`src/rtl/c3aibadapt_sr_serializer.sv`:
```
// Transmit side of the adapter shift-register link: snapshot {fsr, ssr}, shift it out MSB first,
// then strobe sr_load_out so the far end latches the words. Also reports the parity of each frame.
module c3aibadapt_sr_serializer #(
  parameter int FSR_WIDTH  = 1,
  parameter int SSR_WIDTH  = 36,
  parameter int GAP_CYCLES = 2
) (
  input  logic                 sr_clock_tx_osc_clk,
  input  logic                 sr_reset_tx_osc_clk_rst,
  input  logic                 sr_enable,
  input  logic [FSR_WIDTH-1:0] fsr_data_in,
  input  logic [SSR_WIDTH-1:0] ssr_data_in,
  output logic                 sr_data_out,
  output logic                 sr_load_out,
  output logic                 fsr_parity_out,
  output logic                 ssr_parity_out,
  output logic                 sr_frame_done,
  output logic [7:0]           sr_frame_cnt
);

  localparam int N  = FSR_WIDTH + SSR_WIDTH;
  localparam int CW = $clog2(N);
  localparam int GW = (GAP_CYCLES > 1) ? $clog2(GAP_CYCLES) : 1;
  localparam logic [CW-1:0] BIT_LAST = CW'(N - 1);
  localparam logic [GW-1:0] GAP_LAST = GW'(GAP_CYCLES - 1);
  localparam logic [GW-1:0] GAP_ONE  = GW'(1);

  typedef enum logic [1:0] {IDLE, CAPTURE, SHIFT, LOAD} state_t;

  state_t          state, state_nxt;
  logic [N-1:0]    shadow, shadow_nxt;
  logic [CW-1:0]   bit_cnt, bit_cnt_nxt;
  logic [GW-1:0]   gap_cnt, gap_cnt_nxt;
  logic            fsr_par_q, ssr_par_q;
  logic            data_nxt, load_nxt, done_nxt;
  logic            cap_par, show_par;

  // Outputs are registered, so the comb block computes what they must show next cycle.
  always_comb begin
    state_nxt   = state;
    shadow_nxt  = shadow;
    bit_cnt_nxt = bit_cnt;
    gap_cnt_nxt = gap_cnt;
    data_nxt    = 1'b0;
    load_nxt    = 1'b0;
    done_nxt    = 1'b0;
    cap_par     = 1'b0;
    show_par    = 1'b0;
    case (state)
      IDLE: begin
        if (sr_enable) state_nxt = CAPTURE;
      end
      CAPTURE: begin
        shadow_nxt  = {fsr_data_in, ssr_data_in};
        data_nxt    = fsr_data_in[FSR_WIDTH-1];
        bit_cnt_nxt = BIT_LAST;
        cap_par     = 1'b1;
        state_nxt   = SHIFT;
      end
      SHIFT: begin
        if (bit_cnt == '0) begin
          state_nxt   = LOAD;
          load_nxt    = 1'b1;
          show_par    = 1'b1;
          gap_cnt_nxt = GAP_LAST;
          done_nxt    = (GAP_CYCLES == 1);
        end else begin
          // shadow[N-1] always mirrors the bit currently on the line
          shadow_nxt  = {shadow[N-2:0], 1'b0};
          data_nxt    = shadow[N-2];
          bit_cnt_nxt = bit_cnt - 1'b1;
        end
      end
      LOAD: begin
        if (gap_cnt == '0) begin
          state_nxt = sr_enable ? CAPTURE : IDLE;
        end else begin
          gap_cnt_nxt = gap_cnt - 1'b1;
          load_nxt    = 1'b1;
          done_nxt    = (gap_cnt == GAP_ONE);
        end
      end
      default: state_nxt = IDLE;
    endcase
  end

  always_ff @(posedge sr_clock_tx_osc_clk) begin
    if (sr_reset_tx_osc_clk_rst) begin
      state          <= IDLE;
      shadow         <= '0;
      bit_cnt        <= '0;
      gap_cnt        <= '0;
      fsr_par_q      <= 1'b0;
      ssr_par_q      <= 1'b0;
      sr_data_out    <= 1'b0;
      sr_load_out    <= 1'b0;
      fsr_parity_out <= 1'b0;
      ssr_parity_out <= 1'b0;
      sr_frame_done  <= 1'b0;
      sr_frame_cnt   <= '0;
    end else begin
      state         <= state_nxt;
      shadow        <= shadow_nxt;
      bit_cnt       <= bit_cnt_nxt;
      gap_cnt       <= gap_cnt_nxt;
      sr_data_out   <= data_nxt;
      sr_load_out   <= load_nxt;
      sr_frame_done <= done_nxt;
      if (cap_par) begin
        fsr_par_q <= ^fsr_data_in;
        ssr_par_q <= ^ssr_data_in;
      end
      if (show_par) begin
        fsr_parity_out <= fsr_par_q;
        ssr_parity_out <= ssr_par_q;
      end
      if (done_nxt) sr_frame_cnt <= sr_frame_cnt + 8'd1;
    end
  end

endmodule
```
`config.mk`:
```
export PLATFORM = sky130hd
export DESIGN_NAME = c3aibadapt_sr_serializer
export DESIGN_NICKNAME = d
export VERILOG_FILES = /design/src/rtl/c3aibadapt_sr_serializer.sv
export SDC_FILE = /design/constraint.sdc
export NUM_CORES = 1
export LEC_CHECK = 0
export BUFFER_PORTS_ARGS = -buffer_cell sky130_fd_sc_hd__clkbuf_2
export CORE_ASPECT_RATIO = 0.6
export CORE_MARGIN = 3
export CORE_UTILIZATION = 40
export DETAILED_ROUTE_END_ITERATION = 7
export PLACE_DENSITY = 0.64
export SYNTH_ARGS = -nofsm -noshare
export SYNTH_HDL_FRONTEND = slang
export SYNTH_SLANG_ARGS = --single-unit
```
`constraint.sdc`:
```
create_clock -name sr_clock_tx_osc_clk -period 2.6 [get_ports sr_clock_tx_osc_clk]
set_input_delay 0.39 -clock sr_clock_tx_osc_clk [delete_from_list [all_inputs] [get_ports sr_clock_tx_osc_clk]]
set_output_delay 0.39 -clock sr_clock_tx_osc_clk [all_outputs]
set_load 0.02 [all_outputs]
```
==> results.rst, run 1 <==
.. list-table::
   :header-rows: 1

   * - Metric
     - Value
   * - Hold-fix buffers at CTS
     - 0
   * - Min Clock Period, post-route
     - 2.02 ns
   * - Syn_area_per_cell
     - between 9 and 10 µm²
   * - Detailed-route vias per instance
     - roughly 5
   * - Clock transition at path regs
     - 0.05 ns
   * - Number of cell rows
     - 23
   * - Total standard cell area after synthesis
     - roughly 3000 µm²
   * - Post-cts gate resize count
     - 0
   * - Die outline area
     - about 8500 µm²
   * - Highest clock rate
     - approximately 500 MHz
   * - Slowest CP cell
     - sky130_fd_sc_hd__ha_1
   * - Outcome
     - finished clean
   * - Antenna Nets Post-Route
     - 0
   * - Biggest area consumer among synthesized cells
     - sky130_fd_sc_hd__dfxtp_1
   * - Fraction of layout instances using a drive strength above 1
     - 0.209
   * - Cell area power density
     - approximately 1200 nW/µm²
   * - Leakage
     - approximately 1.4 nW
   * - DR iter-0 viols
     - 152
   * - Setup violation total in the final timing report
     - 0
   * - Largest cells by area after synthesis
     - sky130_fd_sc_hd__dfxtp_1 (41%), sky130_fd_sc_hd__mux2i_1 (13%), sky130_fd_sc_hd__xnor2_1 (9.8%), sky130_fd_sc_hd__a211oi_1 (9.4%), sky130_fd_sc_hd__nor2_1 (7.4%)
   * - Endpoint class of the critical path
     - register
   * - Capture instance of the worst register-to-register path
     - shadow[11]
   * - Max cap viols
     - 0
   * - Max stage delay on crit path
     - about 0.47 ns
   * - List of cells traversed by the critical path
     - inv_1 > ha_1 > inv_1 > a21oi_4 > buf_12 > nor2_1 > a211oi_1
   * - Least-Margin Pin Slew
     - around 0.54 ns
   * - Number of H-tree levels
     - 3
   * - Final period utilization
     - 0.776
   * - First-pass GRT wire length
     - about 11000 µm
   * - Placeable Area
     - 6910 µm²
   * - First-pass iteration count of the detailed router
     - 4
   * - Number of antenna cells inserted
     - 0
   * - Starting density of the core
     - 0.428
   * - Critical path peak fanout
     - around 70
   * - Worst reg2reg path depth
     - 7
   * - Hold Crit Start
     - fsr_data_in
   * - WL final
     - between 6000 and 7000 µm
   * - PortBufs
     - 52
   * - Count of cells along the worst hold path
     - 3
   * - Number of buffers added by the clock tree synthesis step
     - 9
   * - Die width
     - 117 µm
   * - Startpoint of the worst setup timing path
     - state[0]
   * - Clock tree from TritonCTS
     - built
   * - Setup skew after layout
     - approximately 0.0043 ns
   * - Unrepaired setup endpoints after global routing
     - no
   * - Register-to-register setup slack
     - between 0.5 and 0.6 ns
   * - Unique masters post-synth
     - 36
   * - Worst setup path end
     - shadow[11]
   * - Setup crit start kind
     - register
   * - Area growth from synthesis to layout
     - 22.5%
   * - Wire per inst
     - between 10 and 15 µm
   * - Routed vias
     - 2326
   * - Sum of internal, switching and leakage power
     - ~4.4 mW
   * - Clock insertion delay at the later pin of the skew report
     - approximately 0.32 ns
   * - Endpoints failing hold
     - 0
   * - Gr ovfl total
     - 0
   * - Required time at the endpoint of the critical path
     - 2.83 ns
   * - Max Root-Sink Buffers
     - 2
   * - Startpoint of the most critical register-to-register path
     - state[0]
   * - Number of post-CTS setup repair buffers
     - 0
   * - Maximum number of pins on one net before global-route repair
     - 72
   * - Clock sink total
     - 60
   * - Worst setup path class
     - reg -> reg
   * - Worst min-delay path class
     - in -> reg
   * - Setup TNS Final
     - 0 ns
   * - Synthesis warning total
     - 0
   * - Worst path arrival time
     - 2.25 ns
   * - Overall die height
     - roughly 73 µm
   * - Drc violations
     - 0
   * - Relative slew slack
     - 0.638
   * - Clock tree root driver cell
     - sky130_fd_sc_hd__clkbuf_16
   * - Final estimated routing congestion in global placement
     - 0.780
   * - Global-route usage over all layers
     - 0.161
   * - Peak supply drop
     - slightly below 0.8 mV
   * - Initial antenna violation count
     - 0
   * - Cell seen most often among critical-path stages
     - sky130_fd_sc_hd__inv_1
   * - Nets
     - about 420
   * - Sequential-to-total area share from yosys stat
     - 0.406
   * - Number of global-route vias before repair
     - 2171
   * - Post-Synthesis Net Count
     - 370
   * - Post-synth top area share
     - 0.406
   * - Syn Inst Count
     - about 320
   * - Num ports
     - 53
   * - Number of max-slew violations in the final report
     - 0
   * - Flop and latch count out of synthesis
     - 60
   * - Estimated wirelength of the detail-placed design
     - around 4600 µm
## layout by cell type, fill, tap and decap left out, drive strengths merged, types with 2 or more instances in the layout
cell,n
nand3b,2
nand2,13
inv,7
o21ai,5
nand3,6
clkbuf,63
xnor2,33
dfxtp,60
clkinv,3
ha,7
a211oi,38
bufinv,2
mux2i,37
nor3,2
buf,4
and4,2
a21oi,11
xor2,7
nor2,59
## metal layers
metal  share of wire  vias to the layer above  global-route usage  wire, µm
met2            0.39                       52               0.214      2470
met4          0.0092                        0              0.0573        58
met5               0                        -                   0         0
met1            0.54                     1043               0.240      3380
met3           0.064                        9              0.0530       401
li1                -                     1222                   -         -
## worst min-delay path by stage
| stage | end |
|---|---|
| 4_1_cts | fsr_par_q |
| 6_report | fsr_par_q |
| 3_5_place_dp | shadow[0] |
| 5_1_grt | fsr_par_q |
| 2_1_floorplan | shadow[0] |
| 3_3_place_gp | shadow[0] |
## worst max-delay path: cells and delay by family (launching register included)
kind	cells	cell delay (ns)
AO/OA/AOI/OAI	2	0.41
buffers and inverters	3	0.54
AND/OR/NAND/NOR	1	0.07
flip-flops	1	0.39
adder cells (fa/ha/maj)	1	0.47
## cells by family (layout without fill, tap and decap cells)
family / after synthesis / count (layout) / synth area share
AND/OR/NAND/NOR: 90 / 90 / 0.131
AO/OA/AOI/OAI: 60 / 60 / 0.143
flip-flops: 60 / 60 / 0.406
XOR/XNOR: 41 / 41 / 0.126
multiplexers: 37 / 37 / 0.125
buffers and inverters: 28 / 79 / 0.0381
adder cells (fa/ha/maj): 7 / 7 / 0.0296
## per-stage QoR
stage                     setup slack (ns)  cells  hold WS (ns)  utilization  cell area [µm²]
after global routing                 0.424    461         0.337        0.524             3620
after global placement               0.693    445         0.440        0.478             3300
after CTS                            0.595    461         0.323        0.524             3620
after floorplan                      0.736    323         0.432            -             2960
after detailed placement             0.591    445         0.448        0.478             3300
final                                0.582    461         0.327        0.524             3620
## sequential cells by signal, indices dropped and copies added (netlist names)
register / count
bit_cnt: 6
ssr_parity_out: 1
fsr_par_q: 1
gap_cnt: 1
sr_frame_cnt: 8
sr_data_out: 1
fsr_parity_out: 1
ssr_par_q: 1
shadow: 36
sr_load_out: 1
sr_frame_done: 1
state: 2
## layout make-up
| class | instances | area, µm² |
|---|---|---|
| inverters | 7 | 26.3 |
| well taps | 87 | 109 |
| repair buffers | 56 | 315 |
| clock buffers | 11 | 243 |
| multi-input cells | 235 | 1650 |
| clock inverters | 5 | 75.1 |
| fillers | 648 | 3280 |
| flip-flops and latches | 60 | 1200 |
## power by group
group,total [mW],internal [mW],switching [mW]
Combinational,1.80,0.749,1.05
Clock,1.26,0.859,0.399
Sequential,1.30,1.17,0.133
Total,4.36,2.78,1.58
## cell usage after synthesis (all sizes together)
master  instances
a211oi         38
a21oi          11
a22oi           1
a311oi          1
a31oi           1
a32oi           1
and2            1
and3            1
and4            2
buf             7
clkbuf         14
dfxtp          60
ha              7
inv             7
mux2i          37
nand2          13
nand2b          1
nand3           6
nand3b          2
nand4           1
nor2           59
nor3            2
o21a            1
o21ai           5
o31ai           1
or2             1
or3             1
xnor2          33
xnor3           1
xor2            7
(Power assumes the default switching activity.)
==> inputs of run 2 (changes only) <==
ABC_AREA = 1   (was default)
clock period = 2.05 ns   (was 2.6 ns; I/O delays follow)
==> results.rst, run 2 <==
.. list-table::
   :header-rows: 1

   * - Metric
     - Value
   * - Largest cells by area after synthesis
     - sky130_fd_sc_hd__dfxtp_1 (36%), sky130_fd_sc_hd__nand2_1 (23%), sky130_fd_sc_hd__a31oi_1 (6.7%), sky130_fd_sc_hd__inv_1 (6.1%), sky130_fd_sc_hd__o21ai_0 (5.0%)
   * - Max Root-Sink Buffers
     - 2 (unchanged)
   * - Outcome
     - finished clean
   * - Count of flip-flops with a built-in enable after synthesis
     - 0 (unchanged)
   * - Max cap viols
     - 0 (unchanged)
   * - Most frequent cells in the layout
     - sky130_fd_sc_hd__nand2_1 (209), sky130_fd_sc_hd__dfxtp_1 (60), sky130_fd_sc_hd__inv_1 (55)
   * - Drc violations
     - 0 (unchanged)
   * - Worst path arrival time
     - 2.03 ns (-0.22 ns)
   * - Main synth FF type
     - sky130_fd_sc_hd__dfxtp_1
   * - Biggest register
     - shadow
   * - Worst reg2reg path depth
     - 7 (unchanged)
   * - Cell area power density
     - 1220 nW/µm² (+1.2%)
   * - Total standard cell area after synthesis
     - 3380 µm² (+14%)
   * - PortBufs
     - 52 (unchanged)
   * - Clock sink total
     - 60 (unchanged)
   * - Estimated wirelength of the detail-placed design
     - 5430 µm (+19%)
   * - Leakage
     - 1.95 nW (+39%)
   * - Num ports
     - 53 (unchanged)
   * - Area growth from synthesis to layout
     - 18.2%
   * - Startpoint of the most critical register-to-register path
     - state[0]
   * - Number of buffers added by the clock tree synthesis step
     - 9 (unchanged)
   * - Leading cell type in the layout, fill and taps excluded
     - sky130_fd_sc_hd__nand2_1
   * - Synthesis warning total
     - 0 (unchanged)
   * - First-pass GRT wire length
     - 13000 µm (+23%)
   * - Number of flip-flops in the largest register
     - 36 (unchanged)
   * - Worst min-delay path class
     - in -> reg
   * - Clock insertion delay at the later pin of the skew report
     - 0.33 ns (about the same)
   * - Fraction of layout instances using a drive strength above 1
     - 0.146 (-0.0622)
   * - Number of cell rows
     - 25 (+8.7%)
   * - Endpoint class of the critical path
     - register
   * - Clock tree root driver cell
     - sky130_fd_sc_hd__clkbuf_16
   * - Sequential-to-total area share from yosys stat
     - 0.356 (-0.0504)
   * - Setup crit start kind
     - register
   * - Worst setup path class
     - reg -> reg
   * - Syn Inst Count
     - 520 (+61%)
   * - Post-synth top area share
     - 0.356 (-0.0504)
   * - Clock tree from TritonCTS
     - built
   * - Number of global-route vias before repair
     - 2818 (+30%)
   * - Initial antenna violation count
     - 0 (unchanged)
   * - Setup skew after layout
     - 0.00823 ns (+0.00394 ns)
   * - Leading registers by flop count
     - shadow x36, sr_frame_cnt x8, bit_cnt x6
   * - Biggest area consumer among synthesized cells
     - sky130_fd_sc_hd__dfxtp_1
   * - Number of post-CTS setup repair buffers
     - 0 (unchanged)
   * - Min Clock Period, post-route
     - 1.78 ns (-0.235 ns)
   * - Die outline area
     - 9610 µm² (+13%)
   * - Detailed-route vias per instance
     - 4.67 (-7.4%)
   * - Least-Margin Pin Slew
     - 0.391 ns (-0.152 ns)
   * - Number of H-tree levels
     - 3 (unchanged)
   * - Async SR Flop Fraction
     - 0 (unchanged)
   * - Filler Cells Inserted
     - 798 (+23%)
   * - Cell types with the highest counts after synthesis
     - sky130_fd_sc_hd__nand2_1 (209), sky130_fd_sc_hd__dfxtp_1 (60), sky130_fd_sc_hd__inv_1 (55)
   * - Total placed instance area
     - 3710 µm² (+12%)
   * - Count of cells along the worst hold path
     - 3 (unchanged)
   * - First-pass iteration count of the detailed router
     - 4 (unchanged)
   * - Number of antenna cells inserted
     - 0 (unchanged)
   * - Starting density of the core
     - 0.420 (-0.00816)
   * - Setup violation total in the final timing report
     - 0 (unchanged)
   * - Combined area of the multi-input logic cells
     - 1830 µm² (+11%)
   * - Peak supply drop
     - 0.585 mV (-24%)
   * - Maximum number of pins on one net before global-route repair
     - 73 (+1.4%)
   * - Final estimated routing congestion in global placement
     - 0.823 (+5.5%)
   * - Flop and latch count out of synthesis
     - 60 (unchanged)
   * - Hold-fix buffers at CTS
     - 0 (unchanged)
   * - Clock transition at path regs
     - 0.05 ns (about the same)
   * - Unrepaired setup endpoints after global routing
     - no
   * - Wire per inst
     - 10.9 µm (-20%)
   * - Post-Synthesis Net Count
     - 567 (+53%)
   * - Syn_area_per_cell
     - 6.49 µm² (-29%)
   * - Post-cts gate resize count
     - 0 (unchanged)
   * - Overall die height
     - 77.2 µm (+6.3%)
   * - Endpoints failing hold
     - 0 (unchanged)
   * - Area of all placed cells without fillers
     - 3990 µm² (+10%)
   * - Nets
     - 616 (+48%)
   * - Final period utilization
     - 0.870 (+0.0937)
   * - DR iter-0 viols
     - 164 (+7.9%)
   * - Capture instance of the worst register-to-register path
     - shadow[13]
   * - Global-route usage over all layers
     - 0.161 (-0.000427)
   * - Unique masters post-synth
     - 27 (-25%)
   * - Relative slew slack
     - 0.739 (+0.101)
   * - Routed vias
     - 3188 (+37%)
   * - Leading cell type by number of instances after synthesis
     - sky130_fd_sc_hd__nand2_1
   * - Critical path peak fanout
     - 72 (+1.4%)
   * - Hold Crit Start
     - ssr_data_in[17]
   * - Setup TNS Final
     - 0 ns (unchanged)
   * - Antenna Nets Post-Route
     - 0 (unchanged)
   * - Required time at the endpoint of the critical path
     - 2.30 ns (-0.53 ns)
   * - Gr ovfl total
     - 0 (unchanged)
   * - Placeable Area
     - 8040 µm² (+16%)
   * - Sequential cell area in the final layout
     - 1200 µm² (unchanged)
   * - Register-to-register setup slack
     - 0.27 ns (-0.32 ns)
   * - Endpoint of the worst hold path
     - shadow[17]
   * - Number of max-slew violations in the final report
     - 0 (unchanged)
   * - WL final
     - 7440 µm (+18%)
   * - Die width
     - 125 µm (+6.5%)
   * - Highest clock rate
     - 561 MHz (+13%)
-- run 2: changes by cell type in the layout (fill, tap and decap cells not counted), moves of 4 or more --
cell / previous run / this run
sky130_fd_sc_hd__mux2i_1: 37 / 0
sky130_fd_sc_hd__a211oi_1: 37 / 1
sky130_fd_sc_hd__inv_1: 7 / 55
sky130_fd_sc_hd__clkinvlp_4: 0 / 4
sky130_fd_sc_hd__xnor2_1: 33 / 8
sky130_fd_sc_hd__o21ai_1: 0 / 14
sky130_fd_sc_hd__a31oi_1: 1 / 36
sky130_fd_sc_hd__a21oi_1: 10 / 14
sky130_fd_sc_hd__nor2_1: 58 / 34
sky130_fd_sc_hd__o21ai_0: 4 / 34
sky130_fd_sc_hd__nand2_1: 13 / 209
-- run 2: per-stage QoR --
step	power, mW	setup WS (ns)	hold slack [ns]	utilization	std cells
5_1_grt	5.28	0.106	0.260	0.496	682
3_5_place_dp	3.51	0.305	0.418	0.462	666
6_report	4.86	0.267	0.255	0.496	682
3_3_place_gp	3.45	0.368	0.415	0.462	666
2_1_floorplan	3.26	0.438	0.380	-	520
4_1_cts	4.89	0.273	0.249	0.496	682
-- run 2: how the worst max path moves through the flow --
| stage | depth (start not counted) | endpoint | start | slack [ns] |
|---|---|---|---|---|
| floorplan | 10 | bit_cnt[4] | state[0] | 0.44 |
| global placement | 8 | state[0] | state[0] | 0.37 |
| detailed placement | 7 | shadow[12] | state[0] | 0.31 |
| CTS | 7 | shadow[12] | state[0] | 0.27 |
| global route | 8 | sr_frame_cnt[6] | state[0] | 0.11 |
| finish | 7 | shadow[13] | state[0] | 0.27 |
-- run 2: cell type report --
class,instances,share of cell area
Clock buffer,9,0.0565
Multi-Input combinational cell,383,0.459
Clock inverter,7,0.0132
Inverter,57,0.0536
Timing Repair Buffer,58,0.0828
Sequential cell,60,0.301
Tap cell,108,0.0339
-- run 2: where the power goes --
part	internal [mW]	total (mW)	switching, mW
clock network	0.819	1.37	0.549
logic	0.631	1.82	1.19
registers	1.50	1.67	0.170
-- run 2: kinds of logic after synthesis --
| group | share of synthesized area |
|---|---|
| xor gates and xnor gates | 0.0389 |
| AOI/OAI and AO/OA | 0.161 |
| DFF | 0.356 |
| and+or+nand+nor | 0.317 |
| adders and majority gates | 0.0259 |
| buffers and inverters | 0.102 |
-- run 2: routing by layer --
layer  vias up  global-route usage  part of all wire
li1       1759                   -                 -
met1      1373               0.236              0.55
met2        51               0.230              0.40
met3         5              0.0445             0.041
met4         0              0.0394            0.0085
met5         -                   0                 0
-- run 2: worst max-delay path: stages, from the launching register on --
cell and delay, ns:
sky130_fd_sc_hd__dfxtp_1 0.41, sky130_fd_sc_hd__inv_1 0.09, sky130_fd_sc_hd__ha_1 0.28, sky130_fd_sc_hd__inv_1 0.08, sky130_fd_sc_hd__nor2_4 0.26, sky130_fd_sc_hd__buf_12 0.30, sky130_fd_sc_hd__o21ai_0 0.13, sky130_fd_sc_hd__a31oi_1 0.16
==> inputs of run 3 (changes only) <==
TNS_END_PERCENT = 50   (was default)
clock period = 2.1 ns   (was 2.05 ns; I/O delays follow)
==> results.rst, run 3 (synthesized netlist as in run 2, its figures left out) <==
.. list-table::
   :header-rows: 1

   * - Metric
     - Value
   * - Clock insertion delay at the later pin of the skew report
     - 0.33 ns (about the same)
   * - First-pass GRT wire length
     - 13000 µm (unchanged)
   * - PortBufs
     - 52 (unchanged)
   * - Setup violation total in the final timing report
     - 0 (unchanged)
   * - Clock tree from TritonCTS
     - built
   * - Global routing usage on met2
     - 0.230 (unchanged)
   * - Outcome
     - finished clean
   * - Overall die height
     - 77.2 µm (unchanged)
   * - Number of global-route vias before repair
     - 2818 (unchanged)
   * - Unrepaired setup endpoints after global routing
     - no
   * - Leakage
     - 1.95 nW (unchanged)
   * - Clock transition at path regs
     - 0.05 ns (about the same)
   * - Nets
     - 616 (unchanged)
   * - Number of buffers added by the clock tree synthesis step
     - 9 (unchanged)
   * - Required time at the endpoint of the critical path
     - 2.35 ns (+0.05 ns)
   * - Relative slew slack
     - 0.740 (+0.000824)
   * - Biggest register
     - shadow
   * - Max stage delay on crit path
     - 0.41 ns (about the same)
   * - Endpoint class of the critical path
     - register
   * - Peak supply drop
     - 0.571 mV (-2.3%)
   * - Sum of internal, switching and leakage power
     - 4.74 mW (-2.4%)
   * - Busiest layer in global routing
     - met1
   * - Number of H-tree levels
     - 3 (unchanged)
   * - Leading cell type in the layout, fill and taps excluded
     - sky130_fd_sc_hd__nand2_1
   * - Largest delay contributor family on the critical path
     - buffers and inverters
   * - Drc violations
     - 0 (unchanged)
   * - Setup TNS Final
     - 0 ns (unchanged)
   * - Post-cts gate resize count
     - 0 (unchanged)
   * - Slowest CP cell
     - sky130_fd_sc_hd__dfxtp_1
   * - Endpoints failing hold
     - 0 (unchanged)
   * - Routed vias
     - 3198 (+0.31%)
   * - Clock sink total
     - 60 (unchanged)
   * - Worst min-delay path class
     - in -> reg
   * - Max Root-Sink Buffers
     - 2 (unchanged)
   * - Final estimated routing congestion in global placement
     - 0.823 (unchanged)
   * - Final period utilization
     - 0.846 (-0.0240)
   * - Initial antenna violation count
     - 0 (unchanged)
   * - Maximum number of pins on one net before global-route repair
     - 73 (unchanged)
   * - Fraction of layout instances using a drive strength above 1
     - 0.146 (unchanged)
   * - Filler Cells Inserted
     - 801 (+0.38%)
   * - Global routing usage on met1
     - 0.236 (unchanged)
   * - Highest clock rate
     - 563 MHz (+0.39%)
   * - Setup skew after layout
     - 0.00811 ns (-0.000116 ns)
   * - Die outline area
     - 9610 µm² (unchanged)
   * - Num ports
     - 53 (unchanged)
   * - Number of flip-flops in the largest register
     - 36 (unchanged)
   * - Total buffers and inverters traversed by the critical path
     - 3 (unchanged)
   * - Placeable Area
     - 8040 µm² (unchanged)
   * - Wire per inst
     - 10.9 µm (-0.15%)
   * - First-pass iteration count of the detailed router
     - 4 (unchanged)
   * - Most frequent cells in the layout
     - sky130_fd_sc_hd__nand2_1 (209), sky130_fd_sc_hd__dfxtp_1 (60), sky130_fd_sc_hd__inv_1 (55)
   * - Setup crit start kind
     - register
   * - List of cells traversed by the critical path
     - inv_1 > ha_1 > inv_1 > nor2_4 > buf_12 > o21ai_0 > a31oi_1
   * - Starting density of the core
     - 0.420 (unchanged)
   * - Die width
     - 125 µm (unchanged)
   * - Min Clock Period, post-route
     - 1.78 ns (-0.00689 ns)
   * - DR iter-0 viols
     - 164 (unchanged)
   * - Clock tree root driver cell
     - sky130_fd_sc_hd__clkbuf_16
   * - Area growth from synthesis to layout
     - 18.2% (unchanged)
   * - Antenna Nets Post-Route
     - 0 (unchanged)
   * - Least-Margin Pin Slew
     - 0.390 ns (-0.00124 ns)
   * - Critical path peak fanout
     - 72 (unchanged)
   * - Met3 track utilization from global routing
     - 0.0445 (unchanged)
   * - Worst setup path class
     - reg -> reg
   * - WL final
     - 7430 µm (-0.15%)
   * - Gr ovfl total
     - 0 (unchanged)
   * - Worst path arrival time
     - 2.02 ns (about the same)
   * - Max cap viols
     - 0 (unchanged)
   * - Global-route usage over all layers
     - 0.161 (unchanged)
   * - Detailed-route vias per instance
     - 4.69 (+0.31%)
   * - Hold-fix buffers at CTS
     - 0 (unchanged)
   * - Leading registers by flop count
     - shadow x36, sr_frame_cnt x8, bit_cnt x6
   * - Number of post-CTS setup repair buffers
     - 0 (unchanged)
   * - Cell seen most often among critical-path stages
     - sky130_fd_sc_hd__inv_1
   * - Cell area power density
     - 1190 nW/µm² (-2.4%)
   * - Number of cell rows
     - 25 (unchanged)
   * - Number of max-slew violations in the final report
     - 0 (unchanged)
   * - Estimated wirelength of the detail-placed design
     - 5430 µm (unchanged)
   * - Number of antenna cells inserted
     - 0 (unchanged)
-- run 3: cell counts in the layout (fill, tap and decap cells not counted) --
No cell type changed its count.
-- run 3: worst register-to-register path, cell delays in order, from the launching register on --
cell and delay (ns):
sky130_fd_sc_hd__dfxtp_1 0.41, sky130_fd_sc_hd__inv_1 0.09, sky130_fd_sc_hd__ha_1 0.28, sky130_fd_sc_hd__inv_1 0.08, sky130_fd_sc_hd__nor2_4 0.26, sky130_fd_sc_hd__buf_12 0.30
sky130_fd_sc_hd__o21ai_0 0.13, sky130_fd_sc_hd__a31oi_1 0.15
-- run 3: area by class of cell --
class | count | area (µm²) | share of cell area
Multi-Input combinational cell | 383 | 1830 | 0.459
Clock inverter | 7 | 52.6 | 0.0132
Tap cell | 108 | 135 | 0.0339
Clock buffer | 9 | 225 | 0.0565
Sequential cell | 60 | 1200 | 0.301
Inverter | 57 | 214 | 0.0536
Timing Repair Buffer | 58 | 330 | 0.0828
-- run 3: power by group --
part / internal (mW) / leakage [nW] / switching, mW / total [mW]
combinational: 0.616 / 1.34 / 1.16 / 1.77
sequential: 1.46 / 0.493 / 0.165 / 1.63
clock: 0.800 / 0.124 / 0.537 / 1.34
-- run 3: path summary, 6_finish.rpt --
kind / start / endpoint / slack, ns / depth (start not counted)
worst max register to register: state[0] / shadow[13] / 0.32 / 7
worst min-delay path: ssr_data_in[17] / shadow[17] / 0.26 / 3
worst min register to register: bit_cnt[0] / bit_cnt[0] / 0.42 / 1
worst max-delay path: state[0] / shadow[13] / 0.32 / 7
-- run 3: layer usage --
layer,vias to the layer above,share of wire,wire length (µm)
li1,1758,-,-
met4,0,0.0085,63
met5,-,0,0
met1,1382,0.55,4060
met2,53,0.40,2970
met3,5,0.045,337
-- run 3: stage by stage --
stage          area, µm²  setup WS [ns]  hold slack (ns)  instances  utilization
6_report            3990          0.324            0.263        682        0.496
5_1_grt             3990          0.156            0.267        682        0.496
4_1_cts             3990          0.322            0.257        682        0.496
3_5_place_dp        3710          0.355            0.418        666        0.462
2_1_floorplan       3380          0.488            0.388        520            -
3_3_place_gp        3710          0.418            0.415        666        0.462
